==> config.mk <==
export PLATFORM = sky130hd
export DESIGN_NAME = buffer_fifo_flagged_flat
export DESIGN_NICKNAME = d
export VERILOG_FILES = /design/src/rtl/buffer_fifo_flagged_if.sv /design/src/rtl/buffer_fifo_flagged.sv /design/src/flat_wrapper.sv
export SDC_FILE = /design/constraint.sdc
export NUM_CORES = 2
export LEC_CHECK = 0
export ABC_AREA = 0
export CORE_MARGIN = 4
export CORE_UTILIZATION = 50
export CTS_CLUSTER_DIAMETER = 30
export DETAILED_ROUTE_END_ITERATION = 16
export PLACE_DENSITY_LB_ADDON = 0.1
export SLEW_MARGIN = 40
export SYNTH_ARGS = -nofsm -noshare
export SYNTH_HDL_FRONTEND = slang
export SYNTH_SLANG_ARGS = --single-unit
==> constraint.sdc <==
create_clock -name clock -period 8.6 [get_ports clock]
set_input_delay 1.29 -clock clock [delete_from_list [all_inputs] [get_ports clock]]
set_output_delay 1.29 -clock clock [all_outputs]
set_load 0.1 [all_outputs]
==> src/rtl/buffer_fifo_flagged_if.sv <==
// -----------------------------------------------------------------------------
// buffer_fifo_flagged_if
//
// Purpose : Bundles the request, data and status signals of buffer_fifo_flagged
//           so that the producer/consumer side and the FIFO can be connected
//           through a single port. Clock and reset are not part of the bundle.
//
// Parameters
//   DEPTH      storage entries; sets the width of count
//   WORD_SIZE  data width in bits
//
// Signals
//   flush         synchronous clear of contents and error flags
//   w_enable      write request
//   data_in       write data
//   r_enable      read request (pop)
//   data_out      read data
//   full          count == DEPTH
//   empty         count == 0
//   almost_full   count >= AF_LEVEL
//   almost_empty  count <= AE_LEVEL
//   count         current occupancy, 0..DEPTH
//   overflow      sticky: a write was rejected
//   underflow     sticky: a read was rejected
//
// Modports
//   master  the side that issues requests (producer/consumer or testbench)
//   slave   the FIFO itself
// -----------------------------------------------------------------------------
interface buffer_fifo_flagged_if #(
   parameter int unsigned DEPTH     = 64,
   parameter int unsigned WORD_SIZE = 32
);

   localparam int unsigned CW = $clog2(DEPTH + 1);

   logic                 flush;
   logic                 w_enable;
   logic [WORD_SIZE-1:0] data_in;
   logic                 r_enable;
   logic [WORD_SIZE-1:0] data_out;
   logic                 full;
   logic                 empty;
   logic                 almost_full;
   logic                 almost_empty;
   logic [CW-1:0]        count;
   logic                 overflow;
   logic                 underflow;

   modport master (
      output flush, w_enable, data_in, r_enable,
      input  data_out, full, empty, almost_full, almost_empty,
             count, overflow, underflow
   );

   modport slave (
      input  flush, w_enable, data_in, r_enable,
      output data_out, full, empty, almost_full, almost_empty,
             count, overflow, underflow
   );

endinterface

==> src/rtl/buffer_fifo_flagged.sv <==
// -----------------------------------------------------------------------------
// buffer_fifo_flagged
//
// Purpose : Parametrised synchronous FIFO placed between the UART word
//           breaker/joiner and the 32-bit word producer/consumer. Holds up to
//           DEPTH words (all entries usable), reports occupancy, programmable
//           almost-full / almost-empty thresholds, sticky overflow/underflow
//           error flags and a synchronous flush.
//
// Configuration macro
//   FIFO_FWFT_EN  undefined : registered read, data_out updates one edge after
//                             an accepted read and holds until the next one.
//                 defined   : first-word-fall-through, data_out shows the head
//                             word whenever the FIFO is not empty, 0 otherwise.
//   Flags, count and error behaviour are identical in both modes.
//
// Parameters
//   DEPTH      storage entries, >= 2, need not be a power of two
//   WORD_SIZE  data width in bits
//   AF_LEVEL   almost_full when count >= AF_LEVEL   (1..DEPTH)
//   AE_LEVEL   almost_empty when count <= AE_LEVEL  (0..DEPTH-1)
//
// Ports
//   clock  in  rising-edge clock
//   reset  in  asynchronous, active-high reset
//   bus    slave modport of buffer_fifo_flagged_if (requests, data, status)
// -----------------------------------------------------------------------------
module buffer_fifo_flagged #(
   parameter int unsigned DEPTH     = 64,
   parameter int unsigned WORD_SIZE = 32,
   parameter int unsigned AF_LEVEL  = 56,
   parameter int unsigned AE_LEVEL  = 8
) (
   input  logic                  clock,
   input  logic                  reset,
   buffer_fifo_flagged_if.slave  bus
);

   localparam int unsigned PW = $clog2(DEPTH);
   localparam int unsigned CW = $clog2(DEPTH + 1);

   typedef logic [PW-1:0] ptr_t;
   typedef logic [CW-1:0] cnt_t;

   // ---------------------------------------------------------------------------
   // State
   // ---------------------------------------------------------------------------
   logic [WORD_SIZE-1:0] mem [DEPTH];

   ptr_t w_ptr_q, w_ptr_d;
   ptr_t r_ptr_q, r_ptr_d;
   cnt_t count_q, count_d;

   logic full_q;
   logic empty_q;
   logic almost_full_q;
   logic almost_empty_q;
   logic overflow_q, overflow_d;
   logic underflow_q, underflow_d;

   // Handshake qualification
   logic rd_ok;    // read would be accepted (FIFO not empty)
   logic wr_ok;    // write would be accepted (room, or a read frees a slot)
   logic rd_acc;   // read actually performed this cycle (not overridden by flush)
   logic wr_acc;   // write actually performed this cycle

   // Pointers run 0..DEPTH-1 and wrap explicitly, so DEPTH need not be 2^n.
   function automatic ptr_t ptr_inc(input ptr_t p);
      return (p == ptr_t'(DEPTH - 1)) ? '0 : p + ptr_t'(1);
   endfunction

   // ---------------------------------------------------------------------------
   // Next-state logic
   // ---------------------------------------------------------------------------
   always_comb begin
      // NOTE: every variable is given a default before any branch so that no
      // path leaves it unassigned; otherwise synthesis infers a latch.
      rd_ok       = bus.r_enable & ~empty_q;
      wr_ok       = bus.w_enable & (~full_q | rd_ok);
      rd_acc      = rd_ok & ~bus.flush;
      wr_acc      = wr_ok & ~bus.flush;
      w_ptr_d     = w_ptr_q;
      r_ptr_d     = r_ptr_q;
      count_d     = count_q;
      overflow_d  = overflow_q;
      underflow_d = underflow_q;

      if (bus.flush) begin
         // Flush wins over both requests; they are dropped silently.
         w_ptr_d     = '0;
         r_ptr_d     = '0;
         count_d     = '0;
         overflow_d  = 1'b0;
         underflow_d = 1'b0;
      end else begin
         if (wr_acc) w_ptr_d = ptr_inc(w_ptr_q);
         if (rd_acc) r_ptr_d = ptr_inc(r_ptr_q);

         unique case ({wr_acc, rd_acc})
            2'b10:   count_d = count_q + cnt_t'(1);
            2'b01:   count_d = count_q - cnt_t'(1);
            default: count_d = count_q;
         endcase

         // A write while full with no accompanying pop, or any read while
         // empty (even alongside a write), is rejected and latches an error.
         if (bus.w_enable & ~wr_ok) overflow_d  = 1'b1;
         if (bus.r_enable & ~rd_ok) underflow_d = 1'b1;
      end
   end

   // ---------------------------------------------------------------------------
   // Control registers; status flags are registered from the updated count so
   // they line up with count on the same cycle.
   // ---------------------------------------------------------------------------
   always_ff @(posedge clock or posedge reset) begin
      // NOTE: sequential state uses non-blocking assignments so every register
      // samples the pre-edge values, independent of statement order.
      if (reset) begin
         w_ptr_q        <= '0;
         r_ptr_q        <= '0;
         count_q        <= '0;
         full_q         <= 1'b0;
         empty_q        <= 1'b1;
         almost_full_q  <= 1'b0;
         almost_empty_q <= 1'b1;
         overflow_q     <= 1'b0;
         underflow_q    <= 1'b0;
      end else begin
         w_ptr_q        <= w_ptr_d;
         r_ptr_q        <= r_ptr_d;
         count_q        <= count_d;
         full_q         <= (count_d == cnt_t'(DEPTH));
         empty_q        <= (count_d == '0);
         almost_full_q  <= (count_d >= cnt_t'(AF_LEVEL));
         almost_empty_q <= (count_d <= cnt_t'(AE_LEVEL));
         overflow_q     <= overflow_d;
         underflow_q    <= underflow_d;
      end
   end

   // ---------------------------------------------------------------------------
   // Storage
   // ---------------------------------------------------------------------------
   // NOTE: the array has no reset; its contents are don't-care after reset and
   // leaving it out lets the array map onto RAM instead of flops.
   always_ff @(posedge clock) begin
      if (wr_acc) mem[w_ptr_q] <= bus.data_in;
   end

   // ---------------------------------------------------------------------------
   // Read data path
   // ---------------------------------------------------------------------------
`ifdef FIFO_FWFT_EN
   // Head word falls through as soon as it is stored; 0 while empty.
   assign bus.data_out = empty_q ? '0 : mem[r_ptr_q];
`else
   logic [WORD_SIZE-1:0] data_out_q;

   // Registered read: the popped word appears after the edge and holds until
   // the next accepted read.
   always_ff @(posedge clock or posedge reset) begin
      if (reset) begin
         data_out_q <= '0;
      end else if (bus.flush) begin
         data_out_q <= '0;
      end else if (rd_acc) begin
         data_out_q <= mem[r_ptr_q];
      end
   end

   assign bus.data_out = data_out_q;
`endif

   // ---------------------------------------------------------------------------
   // Status outputs
   // ---------------------------------------------------------------------------
   assign bus.count        = count_q;
   assign bus.full         = full_q;
   assign bus.empty        = empty_q;
   assign bus.almost_full  = almost_full_q;
   assign bus.almost_empty = almost_empty_q;
   assign bus.overflow     = overflow_q;
   assign bus.underflow    = underflow_q;

endmodule

==> src/flat_wrapper.sv <==
// flat-port wrapper written by rule: the top's interface ports become plain ports
module buffer_fifo_flagged_flat 
#(
   parameter int unsigned DEPTH     = 64,
   parameter int unsigned WORD_SIZE = 32,
   parameter int unsigned AF_LEVEL  = 56,
   parameter int unsigned AE_LEVEL  = 8
)
  (clock, reset, bus_flush, bus_w_enable, bus_data_in, bus_r_enable, bus_data_out, bus_full, bus_empty, bus_almost_full, bus_almost_empty, bus_count, bus_overflow, bus_underflow);
  buffer_fifo_flagged_if #(.DEPTH(DEPTH), .WORD_SIZE(WORD_SIZE)) bus_i ();
  input  logic clock;
  input  logic reset;
  input wire logic [$bits(bus_i.flush)-1:0] bus_flush;
  input wire logic [$bits(bus_i.w_enable)-1:0] bus_w_enable;
  input wire logic [$bits(bus_i.data_in)-1:0] bus_data_in;
  input wire logic [$bits(bus_i.r_enable)-1:0] bus_r_enable;
  output wire logic [$bits(bus_i.data_out)-1:0] bus_data_out;
  output wire logic [$bits(bus_i.full)-1:0] bus_full;
  output wire logic [$bits(bus_i.empty)-1:0] bus_empty;
  output wire logic [$bits(bus_i.almost_full)-1:0] bus_almost_full;
  output wire logic [$bits(bus_i.almost_empty)-1:0] bus_almost_empty;
  output wire logic [$bits(bus_i.count)-1:0] bus_count;
  output wire logic [$bits(bus_i.overflow)-1:0] bus_overflow;
  output wire logic [$bits(bus_i.underflow)-1:0] bus_underflow;
  assign bus_i.flush = bus_flush;
  assign bus_i.w_enable = bus_w_enable;
  assign bus_i.data_in = bus_data_in;
  assign bus_i.r_enable = bus_r_enable;
  assign bus_data_out = bus_i.data_out;
  assign bus_full = bus_i.full;
  assign bus_empty = bus_i.empty;
  assign bus_almost_full = bus_i.almost_full;
  assign bus_almost_empty = bus_i.almost_empty;
  assign bus_count = bus_i.count;
  assign bus_overflow = bus_i.overflow;
  assign bus_underflow = bus_i.underflow;
  buffer_fifo_flagged #(.DEPTH(DEPTH), .WORD_SIZE(WORD_SIZE), .AF_LEVEL(AF_LEVEL), .AE_LEVEL(AE_LEVEL)) u_core (.clock(clock), .reset(reset), .bus(bus_i));
endmodule
Yosys cells after proc, flatten, opt, wreduce, memory -nomap -nowiden
Memory sizes are Yosys's and may differ from the RTL's.
Cells that the tools add are included.

operators by class
  add/subtract/negate cells = 4
  $lt $le $gt $ge = 2
  equality and inequality tests = 5
  multiplexer cells = 16
  bitwise operators = 12
  reduce and logical (&&, ||, !) cells = 5

operators by type and width
  operator                                                                             number
  32-bit two-way mux                                                                   2
  6-bit two-way mux                                                                    6
  7-bit one-hot mux with 2 select lines                                                1
  6-bit by 1-bit adder with 6-bit output, second input constant                        2
  6-bit == test, second input constant                                                 2
  2-bit nonzero test                                                                   4
  7-bit by 1-bit adder with 7-bit output, second input constant                        1
  7-bit == test, second input constant                                                 1
  7-bit by 6-bit greater-or-equal comparator with 1-bit output, second input constant  1
  7-bit by 4-bit <= comparator with 1-bit output, second input constant                1
  7-bit zero test                                                                      1
  7-bit two-way mux                                                                    1
  7-bit by 1-bit subtractor with 7-bit output, second input constant                   1
  1-bit bitwise AND                                                                    6
  1-bit two-way mux                                                                    6
  1-bit NOT                                                                            5
  2-bit by 1-bit == test with 1-bit output, second input constant                      1
  2-bit == test, second input constant                                                 1
  1-bit OR                                                                             1

storage, ports and cells
  bits in registers = 57
  bits in writable memories = 2048
  input port bits = 37
  output and inout port bits = 45
  logic and storage cells = 55
  memories kept = 1

memories
  name        depth  width  rd ports  clocked after memory_dff  wr ports  RTL line                   source
  u_core.mem  64     32     1         0                         1         buffer_fifo_flagged.sv:48  logic [WORD_SIZE-1:0] mem [DEPTH];

Depth between registers and ports, before layout
  word-level depth = 9
  gate-level depth with buffers = 15

Least setup slack after synthesis
No wires, ideal clock.

  kind = in2reg
  start = input bus_r_enable
  end = register u_core.almost_full_q (netlist: u_core.bus.almost_full)
  library setup time = 0.120 ns
  arrival = 4.384 ns
  slack = 4.095 ns
  cell stages on the path = 15
  buffers on the path = 2
  cells stage by stage = nand2b_1 > clkbuf_1 > a21boi_1 > nor2b_1 > inv_2 > ha_1 > buf_1 > xor2_1 > ha_1 > or3b_2 > nand2_1 > a2111o_1 > a31oi_1 > mux2_2 > a31o_2

between the ends
  longest elaborated chain between the ends = 8

RTL lines
  what                                                                              RTL line                    source
  from (decl)                                                                       flat_wrapper.sv:16          input wire logic [$bits(bus_i.r_enable)-1:0] bus_r_enable;
  1-bit bitwise AND (*)                                                             buffer_fifo_flagged.sv:78   rd_ok = bus.r_enable & ~empty_q;
  1-bit OR                                                                          buffer_fifo_flagged.sv:79   wr_ok = bus.w_enable & (~full_q | rd_ok);
  1-bit bitwise AND                                                                 buffer_fifo_flagged.sv:79
  1-bit bitwise AND                                                                 buffer_fifo_flagged.sv:81   wr_acc = wr_ok & ~bus.flush;
  2-bit by 1-bit == test with 1-bit output / 2-bit == test (equally long branches)  buffer_fifo_flagged.sv:99   unique case ({wr_acc, rd_acc})
  7-bit one-hot mux with 2 select lines (*)                                         buffer_fifo_flagged.sv:99
  7-bit two-way mux (*)                                                             buffer_fifo_flagged.sv:88   if (bus.flush) begin
  via u_core.count_d[6]                                                             buffer_fifo_flagged.sv:52   cnt_t count_q, count_d;
  7-bit by 6-bit greater-or-equal comparator with 1-bit output (*)                  buffer_fifo_flagged.sv:135  almost_full_q <= (count_d >= cnt_t'(AF_LEVEL));
  to (signal assigned)                                                              buffer_fifo_flagged.sv:135
  to (decl)                                                                         buffer_fifo_flagged.sv:56   logic almost_full_q;

Mark *: on every way through the listed nets, which the timed path passes. The rest lies on a longest branch.
A chain may end at the register's enable or synchronous reset.

Worst setup path in the final report
Same ends and word-level chain as after synthesis.

==> results.toml <==
[clock_tree]
clock_latency_ns = 0.94
cts_sinks = 2105
cts_setup_buffers = 0
clkTransAtPathRegs_ns = 0.05
ctsHoldBuffers = 0
clk_path_buf_depth = 4
htreeDepth = 5
cts_buffers = 413
cts_tree = "done"
post_cts_resized = 0
cts_root_buf = "clkbuf_16"

[synthesis]
synthXorXnorAreaFrac = 0.000975
yosysWarnings = 0
ys.flop_type = "edfxtp_1"
seq_area_frac_synth = 0.778
synth.area.top_cells = "edfxtp_1 76%, mux4_2 14%, mux2i_1 2.6%, dfrtp_1 1.7%, a22oi_1 0.52%"
synthesis.nets = 3622
synth-simple-area-share = 0.0141
synth_top_family_by_area = "multiplexers"
netlist_area_mm2 = 0.0808
yosys.area.top_type = "edfxtp_1"
synthAdderAreaFrac = 0.000774
synthArstFlopShare = 0.0271
synth_top_area_frac = 0.761
yosys-top-cells-count = "2048 x edfxtp_1, 514 x mux4_2, 213 x mux2i_1"
yosys-mux-area-fraction = 0.171
yosys_register_bits = 2105
synth_edf_count = 2048
synth_area_per_cell_um2 = 22.6
yosysUniqueCellTypes = 55
synthCells = 3580
synth_compound_area_frac = 0.0216
yosysMostFrequentCell = "edfxtp_1"

[timing]
drv_slew = 0
final.min_clock_period_ns = 5.04
setup_slack_ns = 3.56
finalCritPeriodShare = 0.586
hold_viol = 0
setup_viol = 0
fin_setup_tns_ns = 0
rsz0062_at_grt = "no"
slew_headroom = 0.393
max_freq_mhz = 198
holdWs_ns = 0.521
fin_worst_skew_ns = 0.0505
worst_pin_slew_ns = 0.901

[place]
place_area_mm2 = 0.0859
gp_congestion = 0.850
hpwl_um = 130000
place_inst = 5786
dp_slack_ns = 2.83
numPortBuffers = 81

[pwr]
clkPwrFrac = 0.530
pwr-share-seq = 0.383
switchingPower_mw = 6.92
p_int_mw = 23.0
switching_share = 0.231
peakVddDrop_mv = 0.199
power_per_cell_area_mw_per_mm2 = 299
p_comb_frac = 0.087
p_leak_nw = 31.8
finalPower_mw = 29.9

[floorplan]
num_io_pins = 82
rows = 147
core_area_mm2 = 0.161
fp.dieW_um = 410
start_util = 0.503
fp.dieH_um = 410
dieArea_mm2 = 0.168

[global_route]
grt_pass1_vias = 41300
grt_pass1_wl_um = 313000
gr-total-overflow = 0
antenna_found_initial = 14
grt.total_usage = 0.264
grt_max_degree = 111

[final_layout]
drive_gt1_frac = 0.354
instances_no_fill = 6547
nets = 4095
design_area_mm2 = 0.100
utilization = 0.624
syn_to_final_growth_pct = 24.0

[drt]
num_vias = 40300
wl_met1_um = 85200
via_per_inst = 6.15
met3_length_um = 18900
drc = 0
drt-initial-drc-count = 5145
wl_met2_um = 110000
highest_layer = "met5"
wl_per_cell_um = 33.6
postRouteAntennaNets = 0
totalWireLength_um = 220000
drt_pass1_iterations = 6

[worst_setup_path]
crit_arrival_ns = 5.82
critPathCaptureType = "register"
crit_required_ns = 9.38
reg2reg_depth = 13
crit_fanout = 14
startpoint_type = "input port"
worstSetupPathType = "in2reg"

[min_path]
hold_class = "reg2reg"
worstHoldPathCells = 2

[status]
status = "completed"

[run]
drv_cap = 0
## power by group through the flow
stage	registers (mW)	clock network, mW	logic [mW]
2_1_floorplan	11.8	0	1.54
3_3_place_gp	11.6	0	2.61
3_5_place_dp	11.6	0	2.62
4_1_cts	11.5	16.1	2.63
5_1_grt	11.5	16.6	2.75
6_report	11.5	15.9	2.61
## layer usage
| metal | global-route usage | vias up |
|---|---|---|
| met3 | 0.0594 | 353 |
| met1 | 0.364 | 21600 |
| met4 | 0.0801 | 6 |
| met2 | 0.426 | 1974 |
| met5 | 0 | - |
| li1 | - | 16300 |
## area by class of cell
cell class / instances / area (µm²)
multi-input combinational: 1265 / 17400
sequential: 2105 / 62900
antenna: 2 / 5.00
fill: 10800 / 60400
inverter: 10 / 38.8
timing repair buffer: 258 / 3190
clock inverter: 295 / 3300
clock buffer: 452 / 10700
tap: 2160 / 2700
## cell families (layout without fill, tap and decap cells)
family | count (synthesis) | count (layout)
mux | 735 | 735
flops | 2105 | 2105
xor+xnor | 9 | 9
simple gates | 241 | 241
compound gates | 275 | 275
other cells | 0 | 2
buf+inv | 210 | 1015
fa+ha+maj | 5 | 5
## placed cells by master, fill, tap and decap left out, types with 43 or more instances in the layout
cell type      n
nor2_4        66
clkinv_1      46
dfrtp_1       51
nand2_1       52
clkbuf_16    421
o22ai_1       46
a22oi_1       56
mux4_2       514
mux2i_1      209
buf_16        48
clkinvlp_4    49
clkinv_2      66
buf_2         71
bufinv_16     58
o21ai_0       43
buf_4         59
edfxtp_1    2048
## final timing paths
check / to / slack, ns / startpoint
setup / recovery: u_core.bus.almost_full / 3.56 / bus_r_enable
hold / removal: u_core.bus.underflow / 0.52 / u_core.bus.underflow
setup reg to reg: u_core.bus.almost_full / 4.15 / u_core.bus.empty
hold reg to reg: u_core.bus.underflow / 0.52 / u_core.bus.underflow
max in group asynchronous: u_core.r_ptr_q[2] / 7.13 / reset
min in group asynchronous: u_core.bus.count[5] / 0.86 / reset
## sequential cells by signal (all words and copies together) (netlist names)
signal / count
u_core.bus.empty: 1
u_core.bus.data_out: 32
u_core.bus.almost_empty: 1
u_core.bus.full: 1
u_core.mem: 2048
u_core.w_ptr_q: 6
u_core.bus.count: 7
u_core.bus.underflow: 1
u_core.bus.overflow: 1
u_core.r_ptr_q: 6
u_core.bus.almost_full: 1
## worst max-delay path, stage by stage
cell and delay, ns:
clkdlybuf4s50_1 0.63, nand2b_1 0.27, a21boi_1 0.50, nor2b_1 0.46, inv_2 0.22, ha_1 0.42
xor2_1 0.23, ha_1 0.25, or3b_2 0.22, nand2_1 0.08, a2111o_1 0.37, a31oi_1 0.22
mux2_2 0.41, a31o_2 0.24
(Power assumes the default switching activity.)
